==> src/rtl/tone_mixer.sv <==
// -----------------------------------------------------------------------------
// tone_mixer
//
// Audio back end for the seven-voice square-wave tone generator. It adds up
// the seven square waves into one 8-bit level and shapes that level with a
// linear attack/release envelope. The result drives a single speaker pin
// through fixed-period (256-cycle) PWM.
//
// Parameters
//   ENV_STEP_CYCLES : clock cycles between envelope gain updates (>= 2)
//   ATTACK_STEP     : gain increment per envelope tick while any voice is on
//   RELEASE_STEP    : gain decrement per envelope tick while all voices are off
//
// Ports
//   clk       in   1  system clock
//   rst_n     in   1  asynchronous active-low reset
//   tone_in   in   7  per-voice square waves, bit i = voice i
//   voice_en  in   7  note-enable switches, same bit order as tone_in
//   pwm_out   out  1  PWM audio to the speaker (registered)
//   level     out  8  scaled level before PWM (registered, debug)
//   env_state out  2  envelope state: 0 IDLE, 1 ATTACK, 2 SUSTAIN, 3 RELEASE
// -----------------------------------------------------------------------------
module tone_mixer #(
    parameter int unsigned ENV_STEP_CYCLES = 4096,
    parameter int unsigned ATTACK_STEP     = 1,
    parameter int unsigned RELEASE_STEP    = 1
) (
    input  logic       clk,
    input  logic       rst_n,
    input  logic [6:0] tone_in,
    input  logic [6:0] voice_en,
    output logic       pwm_out,
    output logic [7:0] level,
    output logic [1:0] env_state
);

    localparam int unsigned       TICK_W     = $clog2(ENV_STEP_CYCLES);
    localparam logic [TICK_W-1:0] TICK_LAST  = TICK_W'(ENV_STEP_CYCLES - 1);
    localparam logic [TICK_W-1:0] TICK_ONE   = TICK_W'(1);
    localparam logic [8:0]        ATTACK_INC = 9'(ATTACK_STEP);
    localparam logic [8:0]        RELEASE_DEC = 9'(RELEASE_STEP);

    typedef enum logic [1:0] {
        ST_IDLE    = 2'd0,
        ST_ATTACK  = 2'd1,
        ST_SUSTAIN = 2'd2,
        ST_RELEASE = 2'd3
    } env_state_t;

    // Number of set bits in a 7-bit vector (0..7).
    function automatic logic [2:0] f_popcount7(input logic [6:0] v);
        logic [2:0] c;
        c = 3'd0;
        for (int i = 0; i < 7; i++) begin
            c = c + {2'b00, v[i]};
        end
        return c;
    endfunction

    // Gain + step, clamped at 255. The carry out of the 9-bit sum flags overflow.
    function automatic logic [7:0] f_sat_add(input logic [7:0] g, input logic [8:0] step);
        logic [8:0] s;
        s = {1'b0, g} + step;
        return s[8] ? 8'hFF : s[7:0];
    endfunction

    // Gain - step, clamped at 0. The borrow into bit 8 flags underflow.
    function automatic logic [7:0] f_sat_sub(input logic [7:0] g, input logic [8:0] step);
        logic [8:0] d;
        d = {1'b0, g} - step;
        return d[8] ? 8'h00 : d[7:0];
    endfunction

    // Registers
    logic [6:0]        r_tone_q;
    logic [6:0]        r_en_q;
    logic [TICK_W-1:0] r_tick_cnt;
    logic [7:0]        r_gain;
    env_state_t        r_state;
    logic [7:0]        r_level;
    logic [7:0]        r_duty;
    logic [7:0]        r_pwm_cnt;
    logic              r_pwm_out;

    // Combinational nets
    logic        w_any_on;
    logic        w_tick;
    logic [2:0]  w_sum;
    logic [7:0]  w_sample;
    logic [15:0] w_product;
    logic [7:0]  w_gain_nxt;
    env_state_t  w_state_nxt;

    assign w_any_on  = |r_en_q;
    assign w_tick    = (r_tick_cnt == TICK_LAST);
    assign w_sum     = f_popcount7(r_tone_q);
    // sum * 36 = sum * 32 + sum * 4; 7 * 36 = 252 fits in 8 bits
    assign w_sample  = {w_sum, 5'b0_0000} + {3'b000, w_sum, 2'b00};
    assign w_product = {8'h00, w_sample} * {8'h00, r_gain};

    // Input capture: everything downstream works from these registered copies.
    always_ff @(posedge clk or negedge rst_n) begin
        if (!rst_n) begin
            r_tone_q <= 7'd0;
            r_en_q   <= 7'd0;
        end else begin
            r_tone_q <= tone_in;
            r_en_q   <= voice_en;
        end
    end

    // Free-running envelope tick counter, 0..ENV_STEP_CYCLES-1.
    always_ff @(posedge clk or negedge rst_n) begin
        if (!rst_n) begin
            r_tick_cnt <= '0;
        end else if (w_tick) begin
            r_tick_cnt <= '0;
        end else begin
            r_tick_cnt <= r_tick_cnt + TICK_ONE;
        end
    end

    // Next gain: moves only on a tick; direction follows voice activity, not FSM state.
    always_comb begin
        w_gain_nxt = r_gain;
        if (!w_tick) begin
            w_gain_nxt = r_gain;
        end else if (w_any_on) begin
            w_gain_nxt = f_sat_add(r_gain, ATTACK_INC);
        end else begin
            w_gain_nxt = f_sat_sub(r_gain, RELEASE_DEC);
        end
    end

    // Gain register.
    always_ff @(posedge clk or negedge rst_n) begin
        if (!rst_n) begin
            r_gain <= 8'd0;
        end else begin
            r_gain <= w_gain_nxt;
        end
    end

    // Envelope next-state: decisions use the gain held before this edge.
    always_comb begin
        w_state_nxt = r_state;
        case (r_state)
            ST_IDLE: begin
                if (w_any_on) begin
                    w_state_nxt = ST_ATTACK;
                end else begin
                    w_state_nxt = ST_IDLE;
                end
            end
            ST_ATTACK: begin
                if (!w_any_on) begin
                    w_state_nxt = ST_RELEASE;
                end else if (r_gain == 8'hFF) begin
                    w_state_nxt = ST_SUSTAIN;
                end else begin
                    w_state_nxt = ST_ATTACK;
                end
            end
            ST_SUSTAIN: begin
                if (!w_any_on) begin
                    w_state_nxt = ST_RELEASE;
                end else begin
                    w_state_nxt = ST_SUSTAIN;
                end
            end
            ST_RELEASE: begin
                if (w_any_on) begin
                    w_state_nxt = ST_ATTACK;
                end else if (r_gain == 8'h00) begin
                    w_state_nxt = ST_IDLE;
                end else begin
                    w_state_nxt = ST_RELEASE;
                end
            end
            default: begin
                w_state_nxt = ST_IDLE;
            end
        endcase
    end

    // Envelope state register.
    always_ff @(posedge clk or negedge rst_n) begin
        if (!rst_n) begin
            r_state <= ST_IDLE;
        end else begin
            r_state <= w_state_nxt;
        end
    end

    // Scaled level: upper byte of sample * gain (at most 252 * 255 >> 8 = 251).
    always_ff @(posedge clk or negedge rst_n) begin
        if (!rst_n) begin
            r_level <= 8'd0;
        end else begin
            r_level <= w_product[15:8];
        end
    end

    // PWM counter and duty latch; duty is taken only at the period boundary.
    always_ff @(posedge clk or negedge rst_n) begin
        if (!rst_n) begin
            r_pwm_cnt <= 8'd0;
            r_duty    <= 8'd0;
        end else begin
            r_pwm_cnt <= r_pwm_cnt + 8'd1;
            if (r_pwm_cnt == 8'hFF) begin
                r_duty <= r_level;
            end else begin
                r_duty <= r_duty;
            end
        end
    end

    // PWM comparator output; duty 0 yields a constant low, 255 is 255/256 high.
    always_ff @(posedge clk or negedge rst_n) begin
        if (!rst_n) begin
            r_pwm_out <= 1'b0;
        end else begin
            r_pwm_out <= (r_pwm_cnt < r_duty);
        end
    end

    assign pwm_out   = r_pwm_out;
    assign level     = r_level;
    assign env_state = r_state;

endmodule
==> config.mk <==
export PLATFORM = sky130hd
export DESIGN_NAME = tone_mixer
export DESIGN_NICKNAME = d
export VERILOG_FILES = /design/src/rtl/tone_mixer.sv
export SDC_FILE = /design/constraint.sdc
export NUM_CORES = 1
export LEC_CHECK = 0
export BUFFER_PORTS_ARGS = -buffer_cell sky130_fd_sc_hd__buf_4
export CAP_MARGIN = 20
export CORE_MARGIN = 8
export CORE_UTILIZATION = 65
export DETAILED_ROUTE_END_ITERATION = 8
export PLACE_DENSITY = 0.85
export SYNTH_ARGS = -nofsm -noshare
export SYNTH_HDL_FRONTEND = slang
export SYNTH_SLANG_ARGS = --single-unit
==> constraint.sdc <==
create_clock -name clk -period 17.05 [get_ports clk]
set_input_delay 3.41 -clock clk [delete_from_list [all_inputs] [get_ports clk]]
set_output_delay 3.41 -clock clk [all_outputs]
set_load 0.05 [all_outputs]
==> impl_metrics.env, run 1 <==
export IMPL_status="finished clean"
export IMPL_yosysTopAreaCellShare_pct=37.1
export IMPL_drt_total_wl_um=8020
export IMPL_cts_tree="yes"
export IMPL_fin_crit_sh_pct=37.0
export IMPL_max_freq_mhz=159
export IMPL_reg2reg_slack_ns=10.75
export IMPL_cp_end_kind="register"
export IMPL_synth_seq_cells=61
export IMPL_synthAdderAreaFrac_pct=25.3
export IMPL_fp_dieArea_um2=9130
export IMPL_cts_root_buf="clkbuf_8"
export IMPL_clock_sinks=61
export IMPL_placed_cell_area_um2=4350
export IMPL_io_pins=27
export IMPL_layout_drive_gt1_share_pct=10.9
export IMPL_tns_ns=0
export IMPL_setup_violations_final=0
export IMPL_skew_ns=0.00931
export IMPL_critPathLaunch="r_tone_q[0]"
export IMPL_grt_use_total_pct=19.2
export IMPL_ys_warn_count=0
export IMPL_io_buffers=26
export IMPL_synth_main_ff_cell="dfrtp_1"
export IMPL_synth_common_cells="62 x inv_1, 61 x dfrtp_1, 43 x ha_1"
export IMPL_firstDrtPassIters=4
export IMPL_syn_to_final_growth_pct=11.0
export IMPL_clk_latency_ns=0.33
export IMPL_synth_seq_area_share_pct=37.1
export IMPL_yosys_area_share_simple_pct=14.1
export IMPL_holdBufCountCts=0
export IMPL_nets=520
export IMPL_cts_max_level=3
export IMPL_core_region_area_um2=6240
export IMPL_num_vias=3006
export IMPL_grt_pass1_vias=2921
export IMPL_synth_top_family_by_area="adder cells"
export IMPL_critPathMaxFanout=9
export IMPL_critPathKind="reg -> reg"
export IMPL_hp_start="level[1]"
export IMPL_syn_nets=493
export IMPL_cts_setup_buffers=0
export IMPL_p_per_area_nw_per_um2=66.6
export IMPL_synthTopCellsByArea="dfrtp_1 37%, ha_1 13%, fa_1 12%"
export IMPL_netlist_instances=409
export IMPL_wl_per_cell_um=15.5
export IMPL_worst_ep_required_time_ns=17.31
export IMPL_dp_cells=502
export IMPL_hpwl_um=6000
export IMPL_post_synth_instance_area_um2=4110
export IMPL_synthArstFlopShare_pct=100
export IMPL_maxCapViolations=0
export IMPL_synth_compound_area_share_pct=10.3
export IMPL_synth_xor_area_share_pct=5.32
export IMPL_first_iter_violations=186
export IMPL_ir_worst_vdd_uv=70.5
export IMPL_route_detailed_drc=0
export IMPL_startpoint_type="register"
export IMPL_die_y_um=95.5
export IMPL_grt_first_pass_wirelength_um=13600
export IMPL_vias_per_cell=5.81
export IMPL_grt_overflow_total=0
export IMPL_r2r_start="r_tone_q[0]"
export IMPL_cts_resized=0
export IMPL_p_leak_nw=2.37
export IMPL_hold_violations=0
export IMPL_holdWs_ns=0.482
export IMPL_antenna_found_initial=0
export IMPL_slew_violations=0
export IMPL_relSlewSlack_pct=51.2
export IMPL_arrival_ns=6.56
export IMPL_clockBufferDepth=2
export IMPL_fin_area_um2=4570
export IMPL_synth_edf_count=0
export IMPL_clkTransAtPathRegs_ns=0.06
export IMPL_multi_input_area_um2=2300
export IMPL_yosysMostFrequentCell="inv_1"
export IMPL_synthMuxAreaShare_pct=1.03
export IMPL_synth_area_per_cell_um2=10.1
export IMPL_drtAntennaViolNets=0
export IMPL_seq_area_um2=1530
export IMPL_final_cells=517
export IMPL_diodes=0
export IMPL_die_w_um=95.5
export IMPL_rows=29
export IMPL_synth_cell_types=41
export IMPL_rsz0062_at_grt="false"
export IMPL_yosysTopAreaCell="dfrtp_1"
export IMPL_place_gp_congestion=0.895
export IMPL_cts_made_buffers=9
export IMPL_period_minus_slack_ns=6.30
export IMPL_fill_cells=407
export IMPL_grt_max_degree=62
export IMPL_worstMarginPinSlew_ns=0.732
export IMPL_worst_hold_path_type="reg -> reg"
export IMPL_initial_core_util_pct=65.9
[cell families (layout without fill, tap and decap cells)]
family | count (synthesis) | after routing
flip-flops | 61 | 61
AO/OA/AOI/OAI | 68 | 68
AND/OR/NAND/NOR | 111 | 111
adder cells (fa/ha/maj) | 68 | 68
multiplexers | 4 | 4
XOR/XNOR | 25 | 25
buffers and inverters | 72 | 103
[report_power, final]
group / switching [mW] / internal, mW / leakage [nW] / total [mW]
sequential: 0.000628 / 0.146 / 0.786 / 0.147
combinational: 0.0106 / 0.00782 / 1.48 / 0.0184
clock: 0.0535 / 0.0853 / 0.105 / 0.139
total: 0.0647 / 0.240 / 2.37 / 0.304
[layout by cell type (no fill, tap or decap), drive strengths merged, types with 12 or more instances in the layout]
master,instances
fa,25
dfrtp,61
nand3,14
buf,26
nand2,28
xor2,13
o21ai,25
xnor2,12
inv,62
ha,43
nor2,23
a21oi,19
[final cells by class]
class,count,area share [%]
clock buffer,11,3.10
clock inverter,4,1.59
inverter,62,5.10
multi-input combinational,276,50.4
sequential,61,33.4
tap,77,2.11
timing repair buffer,26,4.27
[per-layer routing]
layer  global-route usage, %  part of all wire, %  vias to the layer above  wire length [um]
met5                       0                    0                        -                 0
met4                    7.68                  1.7                        0               140
met3                    4.09                  4.7                       12               375
met2                    30.6                   49                       77              3890
met1                    25.0                   45                     1508              3610
li1                        -                    -                     1409                 -
[worst max-delay path, cell delays in order, from the launching register on]
cell and delay (ns):
dfrtp_1 0.39, fa_1 0.55, inv_1 0.05, fa_1 0.45, fa_1 0.39, fa_1 0.70
nand2b_1 0.18, fa_1 0.47, fa_1 0.55, inv_1 0.06, fa_1 0.53, inv_1 0.06
fa_1 0.54, inv_1 0.05, ha_1 0.36, a21oi_1 0.24, o211ai_1 0.12, o21bai_2 0.21
a21oi_1 0.19, xnor2_1 0.13
[state kept, by name (all words and copies together) (netlist names)]
register    flops
r_tick_cnt     12
level           8
r_duty          8
r_gain          8
r_pwm_cnt       8
r_en_q          7
r_tone_q        7
env_state       2
pwm_out         1
[worst paths after layout]
check,endpoint,cells past startpoint
max in group asynchronous,r_tick_cnt[7],1
max,level[6],19
min in group asynchronous,level[2],1
min reg2reg,r_duty[1],2
min,r_duty[1],2
max reg2reg,level[6],19
[stage by stage]
| step | utilization (%) | total power, mW | setup WS (ns) |
|---|---|---|---|
| 2_1_floorplan | - | 0.160 | 11.11 |
| 3_3_place_gp | 69.7 | 0.167 | 10.94 |
| 3_5_place_dp | 69.7 | 0.168 | 10.76 |
| 4_1_cts | 73.2 | 0.307 | 10.74 |
| 5_1_grt | 73.2 | 0.317 | 10.47 |
| 6_report | 73.2 | 0.304 | 10.75 |
No activity file was read; power rests on OpenSTA's default activity.
==> run 2, diff against run 1 <==
--- a/config.mk
+++ b/config.mk
@@ -8,9 +8,9 @@
 export BUFFER_PORTS_ARGS = -buffer_cell sky130_fd_sc_hd__buf_4
 export CAP_MARGIN = 20
 export CORE_MARGIN = 8
-export CORE_UTILIZATION = 65
+export CORE_UTILIZATION = 55
 export DETAILED_ROUTE_END_ITERATION = 8
-export PLACE_DENSITY = 0.85
+export PLACE_DENSITY = 0.76
 export SYNTH_ARGS = -nofsm -noshare
 export SYNTH_HDL_FRONTEND = slang
 export SYNTH_SLANG_ARGS = --single-unit
==> constraint.sdc (replaced) <==
create_clock -name clk -period 5.5 [get_ports clk]
set_input_delay 1.1 -clock clk [delete_from_list [all_inputs] [get_ports clk]]
set_output_delay 1.1 -clock clk [all_outputs]
set_load 0.05 [all_outputs]
==> run 2 against run 1 <==
The run now ends with setup timing left. Critical path type unchanged. Cell area rose by 9.9%. Worst setup slack got worse by 11 ns. Die area rose by 15%. Register-to-register slack got worse by 11 ns. Largest power group is now the clock network. Non-clock buffer count rose by 31.
==> impl_metrics.env, run 2 (synthesized netlist as in run 1, its figures left out) <==
export IMPL_period_minus_slack_ns=5.83
export IMPL_grt_overflow_total=0
export IMPL_r2r_end="level[6]"
export IMPL_postLayoutCoreUtil_pct=69.2
export IMPL_dp_cells=549
export IMPL_setup_violations_final=8
export IMPL_hpwl_um=6200
export IMPL_rsz0062_at_grt="true"
export IMPL_largest_register_ffs=12
export IMPL_arrival_ns=6.05
export IMPL_violations="setup timing"
export IMPL_cp_endpoint="level[6]"
export IMPL_cts_tree="yes"
export IMPL_slew_violations=0
export IMPL_top_register="r_tick_cnt"
export IMPL_setup_ws_ns=-0.332
export IMPL_io_pins=27
export IMPL_antenna_found_initial=0
export IMPL_max_freq_mhz=171
export IMPL_final_cells=571
export IMPL_clk_latency_ns=0.34
export IMPL_holdBufCountCts=0
export IMPL_holdWs_ns=0.480
export IMPL_placed_cell_area_um2=4610
export IMPL_cts_root_buf="clkbuf_8"
export IMPL_tns_ns=-2.00
export IMPL_startpoint_type="register"
export IMPL_path_cells="fa_1 -> inv_1 -> fa_1 -> fa_2 -> fa_2 -> nand2b_4 -> fa_2 -> fa_1 -> inv_2 -> fa_1 -> inv_2 -> fa_1 -> inv_2 -> ha_4 -> nand3_4 -> or2_4 -> o21bai_4 -> a21oi_2 -> xnor2_1"
export IMPL_drt_total_wl_um=8410
export IMPL_clockBufferDepth=2
export IMPL_worstRegToRegCells=19
export IMPL_critPathLaunch="r_tone_q[0]"
export IMPL_vias_per_cell=5.33
export IMPL_ir_worst_vdd_uv=125
export IMPL_cts_max_level=3
export IMPL_r2r_start="r_tone_q[0]"
export IMPL_clkTransAtPathRegs_ns=0.07
export IMPL_relSlewSlack_pct=50.9
export IMPL_die_y_um=102
export IMPL_fin_crit_sh_pct=106
export IMPL_worst_ep_required_time_ns=5.72
export IMPL_first_iter_violations=247
export IMPL_slowest_delay_ns=0.60
export IMPL_cts_made_buffers=9
export IMPL_grt_max_degree=62
export IMPL_p_per_area_nw_per_um2=208
export IMPL_worstMarginPinSlew_ns=0.737
export IMPL_fp_dieArea_um2=10500
export IMPL_cp_end_kind="register"
export IMPL_status="finished, violations left"
export IMPL_skew_ns=0.0103
export IMPL_core_region_area_um2=7250
export IMPL_hp_start="level[4]"
export IMPL_nets=551
export IMPL_grt_first_pass_wirelength_um=14000
export IMPL_hold_depth=2
export IMPL_hold_violations=0
export IMPL_num_vias=3046
export IMPL_critPathKind="reg -> reg"
export IMPL_layout_drive_gt1_share_pct=23.1
export IMPL_initial_core_util_pct=56.7
export IMPL_grt_use_total_pct=17.1
export IMPL_fin_area_um2=5020
export IMPL_worst_hold_path_type="reg -> reg"
export IMPL_final_cell_mix="61 x dfrtp_1, 56 x inv_1, 55 x buf_4, 39 x ha_1, 28 x nand2_1"
export IMPL_critPathMaxFanout=4
export IMPL_diodes=0
export IMPL_syn_to_final_growth_pct=22.0
export IMPL_route_detailed_drc=0
export IMPL_rows=31
export IMPL_maxCapViolations=0
export IMPL_p_leak_nw=2.53
export IMPL_critPathMostFrequentCell="fa_1"
export IMPL_wl_per_cell_um=14.7
export IMPL_grt_pass1_vias=3107
export IMPL_drtAntennaViolNets=0
export IMPL_dp_slack_ns=-0.361
export IMPL_io_buffers=26
export IMPL_layout_commonest_cell="dfrtp_1"
export IMPL_place_gp_congestion=0.865
export IMPL_reg2reg_slack_ns=-0.33
export IMPL_die_w_um=102
export IMPL_p_total_mw=1.04
export IMPL_firstDrtPassIters=4
export IMPL_clock_sinks=61
export IMPL_critPathSlowestCell="fa_2"
==> run 2: cell types whose count changed in the layout (fill, tap and decap cells not counted), moves of 3 or more <==
cell / before / now
ha_4: 0 / 4
a21oi_1: 19 / 15
inv_1: 62 / 56
ha_1: 43 / 39
fa_2: 0 / 4
inv_2: 0 / 6
nor2_1: 23 / 20
a21oi_2: 0 / 4
buf_4: 26 / 55
fa_1: 25 / 21
==> run 2: metal layers <==
layer,track usage (%),share of wire (%)
met1,21.8,45
met2,27.8,49
met3,4.09,5.2
met4,5.64,1.3
met5,0,0
==> run 2: worst max-delay path: cells and delay by family, from the launching register on <==
kind                     cells  cell delay [ns]
buffers and inverters        4             0.19
adder cells (fa/ha/maj)      9             4.36
AO/OA/AOI/OAI                2             0.21
AND/OR/NAND/NOR              3             0.46
XOR/XNOR                     1             0.12
flip-flops                   1             0.39
==> run 2: final cells by class <==
cell class | instances | area (um^2)
clock inverter | 6 | 110
sequential | 61 | 1530
fill | 517 | 2240
tap | 99 | 124
inverter | 62 | 233
clock buffer | 10 | 138
multi-input combinational | 276 | 2450
timing repair buffer | 57 | 435
==> run 2: repair_timing <==
item | 4_1_cts | 5_1_grt
setup buffers | 3 | 3
setup endpoints to repair | 8 | 8
gates resized for setup | 9 | 20
cloned | 0 | 0
pin swaps | 8 | 8
==> run 2: how the worst min path moves through the flow <==
stage / endpoint / slack (ns)
after floorplan: r_tick_cnt[0] / 0.44
after global placement: r_duty[2] / 0.46
after detailed placement: r_duty[4] / 0.47
after CTS: r_duty[4] / 0.48
after global routing: r_duty[4] / 0.50
final: r_duty[4] / 0.48
==> run 2: power breakdown <==
group | leakage (nW) | switching, mW | internal, mW
combinational | 1.63 | 0.0443 | 0.0494
sequential | 0.786 | 0.00190 | 0.454
clock | 0.119 | 0.181 | 0.312
==> run 3, diff against run 2 <==
--- a/config.mk
+++ b/config.mk
@@ -5,11 +5,11 @@
 export SDC_FILE = /design/constraint.sdc
 export NUM_CORES = 1
 export LEC_CHECK = 0
-export BUFFER_PORTS_ARGS = -buffer_cell sky130_fd_sc_hd__buf_4
 export CAP_MARGIN = 20
 export CORE_MARGIN = 8
-export CORE_UTILIZATION = 55
+export CORE_UTILIZATION = 58
 export DETAILED_ROUTE_END_ITERATION = 8
+export DONT_BUFFER_PORTS = 1
 export PLACE_DENSITY = 0.76
 export SYNTH_ARGS = -nofsm -noshare
 export SYNTH_HDL_FRONTEND = slang
==> run 3 against run 2 <==
The flow still finishes with violations (setup timing). Register-to-register slack is essentially flat. Die area shrank 4.4%. Clock skew grew 0.0023 ns. Hold slack lost 0.028 ns. Power shrank 12%. Final cell count shrank 5.4%. Cell area shrank 6.2%. Sequential power is essentially flat. Clock power shrank 20%. First-iteration DRC count shrank 28%. Flip-flop and latch count is the same. Critical path type unchanged.
==> impl_metrics.env, run 3 (synthesized netlist as in run 1, its figures left out) <==
export IMPL_power_internal_uw=713
export IMPL_dp_cells=519
export IMPL_rsz0062_at_grt="true"
export IMPL_vias_per_cell=5.51
export IMPL_clk_latency_ns=0.34
export IMPL_arrival_ns=6.07
export IMPL_fill_cells=505
export IMPL_clkTransAtPathRegs_ns=0.07
export IMPL_io_pins=27
export IMPL_hpwl_um=5870
export IMPL_firstDrtPassIters=4
export IMPL_path_delay_family="adder cells"
export IMPL_num_vias=2976
export IMPL_p_leak_nw=2.38
export IMPL_setup_ws_ns=-0.346
export IMPL_diodes=0
export IMPL_top_register="r_tick_cnt"
export IMPL_drtAntennaViolNets=0
export IMPL_relSlewSlack_pct=59.6
export IMPL_cts_tree="yes"
export IMPL_startpoint_type="register"
export IMPL_fin_area_um2=4710
export IMPL_p_per_area_nw_per_um2=195
export IMPL_clock_sinks=61
export IMPL_r2r_start="r_tone_q[0]"
export IMPL_route_detailed_drc=0
export IMPL_holdWs_ns=0.452
export IMPL_swShare_pct=22.5
export IMPL_cts_made_buffers=9
export IMPL_wl_per_cell_um=14.7
export IMPL_max_freq_mhz=171
export IMPL_final_cells=540
export IMPL_fin_crit_sh_pct=106
export IMPL_critPathMostFrequentCell="fa_1"
export IMPL_critPathSlowestCell="fa_2"
export IMPL_grt_pass1_vias=2992
export IMPL_status="finished, violations left"
export IMPL_drt_total_wl_um=7930
export IMPL_p_seq_share_pct=49.6
export IMPL_rows=30
export IMPL_violations="setup timing"
export IMPL_skew_ns=0.0126
export IMPL_largest_register_ffs=12
export IMPL_critPathKind="reg -> reg"
export IMPL_path_cells="fa_1 -> inv_1 -> fa_1 -> fa_2 -> fa_2 -> nand2b_4 -> fa_2 -> fa_1 -> inv_2 -> fa_1 -> inv_2 -> fa_1 -> inv_2 -> ha_4 -> nand3_2 -> or2_4 -> o21bai_4 -> a21oi_2 -> xnor2_1"
export IMPL_cts_root_buf="clkbuf_8"
export IMPL_maxCapViolations=0
export IMPL_slowest_delay_ns=0.60
export IMPL_worstMarginPinSlew_ns=0.606
export IMPL_slew_violations=0
export IMPL_fp_dieArea_um2=10000
export IMPL_p_clk_share_pct=43.1
export IMPL_die_y_um=100
export IMPL_first_iter_violations=177
export IMPL_setup_violations_final=8
export IMPL_critPathLaunch="r_tone_q[0]"
export IMPL_nets=523
export IMPL_cp_end_kind="register"
export IMPL_initial_core_util_pct=60.2
export IMPL_hold_violations=0
export IMPL_layout_commonest_cell="dfrtp_1"
export IMPL_io_buffers=0
export IMPL_placed_cell_area_um2=4400
export IMPL_cts_max_level=3
export IMPL_period_minus_slack_ns=5.85
export IMPL_worst_ep_required_time_ns=5.72
export IMPL_antenna_found_initial=0
export IMPL_p_sw_uw=207
export IMPL_combPwrFrac_pct=7.3
export IMPL_final_cell_mix="61 x dfrtp_1, 57 x inv_1, 41 x ha_1, 28 x buf_4, 27 x nand2_1"
export IMPL_postLayoutCoreUtil_pct=68.9
export IMPL_place_gp_congestion=0.870
export IMPL_die_w_um=100
export IMPL_syn_to_final_growth_pct=14.4
export IMPL_ir_worst_vdd_uv=113
export IMPL_clockBufferDepth=2
export IMPL_layout_drive_gt1_share_pct=17.1
export IMPL_grt_use_total_pct=17.3
export IMPL_worst_hold_path_type="in -> async"
export IMPL_grt_max_degree=62
export IMPL_cp_num_buf_inv=4
export IMPL_grt_first_pass_wirelength_um=13900
export IMPL_core_region_area_um2=6830
export IMPL_critPathMaxFanout=5
export IMPL_grt_overflow_total=0
run 3: cell count changes in the layout (fill, tap and decap cells not counted), moves of 2 or more:
cell	before	now
nor2_1	20	22
buf_4	55	28
ha_4	4	2
bufinv_16	3	1
ha_1	39	41
run 3: what timing repair did:
action,4_1_cts,5_1_grt
buffers inserted,4,1
hold buffers,0,0
pin swaps,7,6
gates resized for setup,9,12
endpoints found under the setup margin,8,8
run 3: stage by stage:
stage,TNS [ns],power (mW),setup WS [ns]
2_1_floorplan,-0.622,0.501,-0.186
3_3_place_gp,-1.69,0.517,-0.270
3_5_place_dp,-1.89,0.518,-0.307
4_1_cts,-2.05,0.928,-0.281
5_1_grt,-4.16,0.958,-0.585
6_report,-2.04,0.920,-0.346
run 3: worst paths after layout:
path                            endpoint  slack [ns]  cells after the start
hold / removal              r_pwm_cnt[6]        0.45                      0
setup reg to reg                level[6]       -0.35                     19
min in group clk           r_tick_cnt[0]        0.48                      1
hold reg to reg            r_tick_cnt[0]        0.48                      1
max in group asynchronous  r_tick_cnt[1]        4.95                      0
setup / recovery                level[6]       -0.35                     19
run 3: layout make-up:
cell class                 count  area, um^2  share of cell area, %
sequential                    61        1530                   32.4
tap                           96         120                   2.55
inverter                      62         233                   4.95
clock buffer                  10         138                   2.92
timing repair buffer          29         221                   4.71
multi-input combinational    276        2400                   51.1
clock inverter                 6        62.6                   1.33
run 3: layer usage:
layer  routed length, um  up-vias  global-route usage [%]
met3                 373       16                    4.22
li1                    -     1418                       -
met2                3740       72                    26.2
met1                3650     1470                    22.9
met4                 172        0                    7.21
met5                   0        -                       0
run 3: power groups by stage:
stage               Combinational, mW  Clock (mW)  Sequential (mW)
detailed placement             0.0529           0            0.465
floorplan                      0.0373           0            0.464
global route                   0.0743       0.427            0.456
global placement               0.0527           0            0.464
finish                         0.0674       0.396            0.456
CTS                            0.0659       0.406            0.456
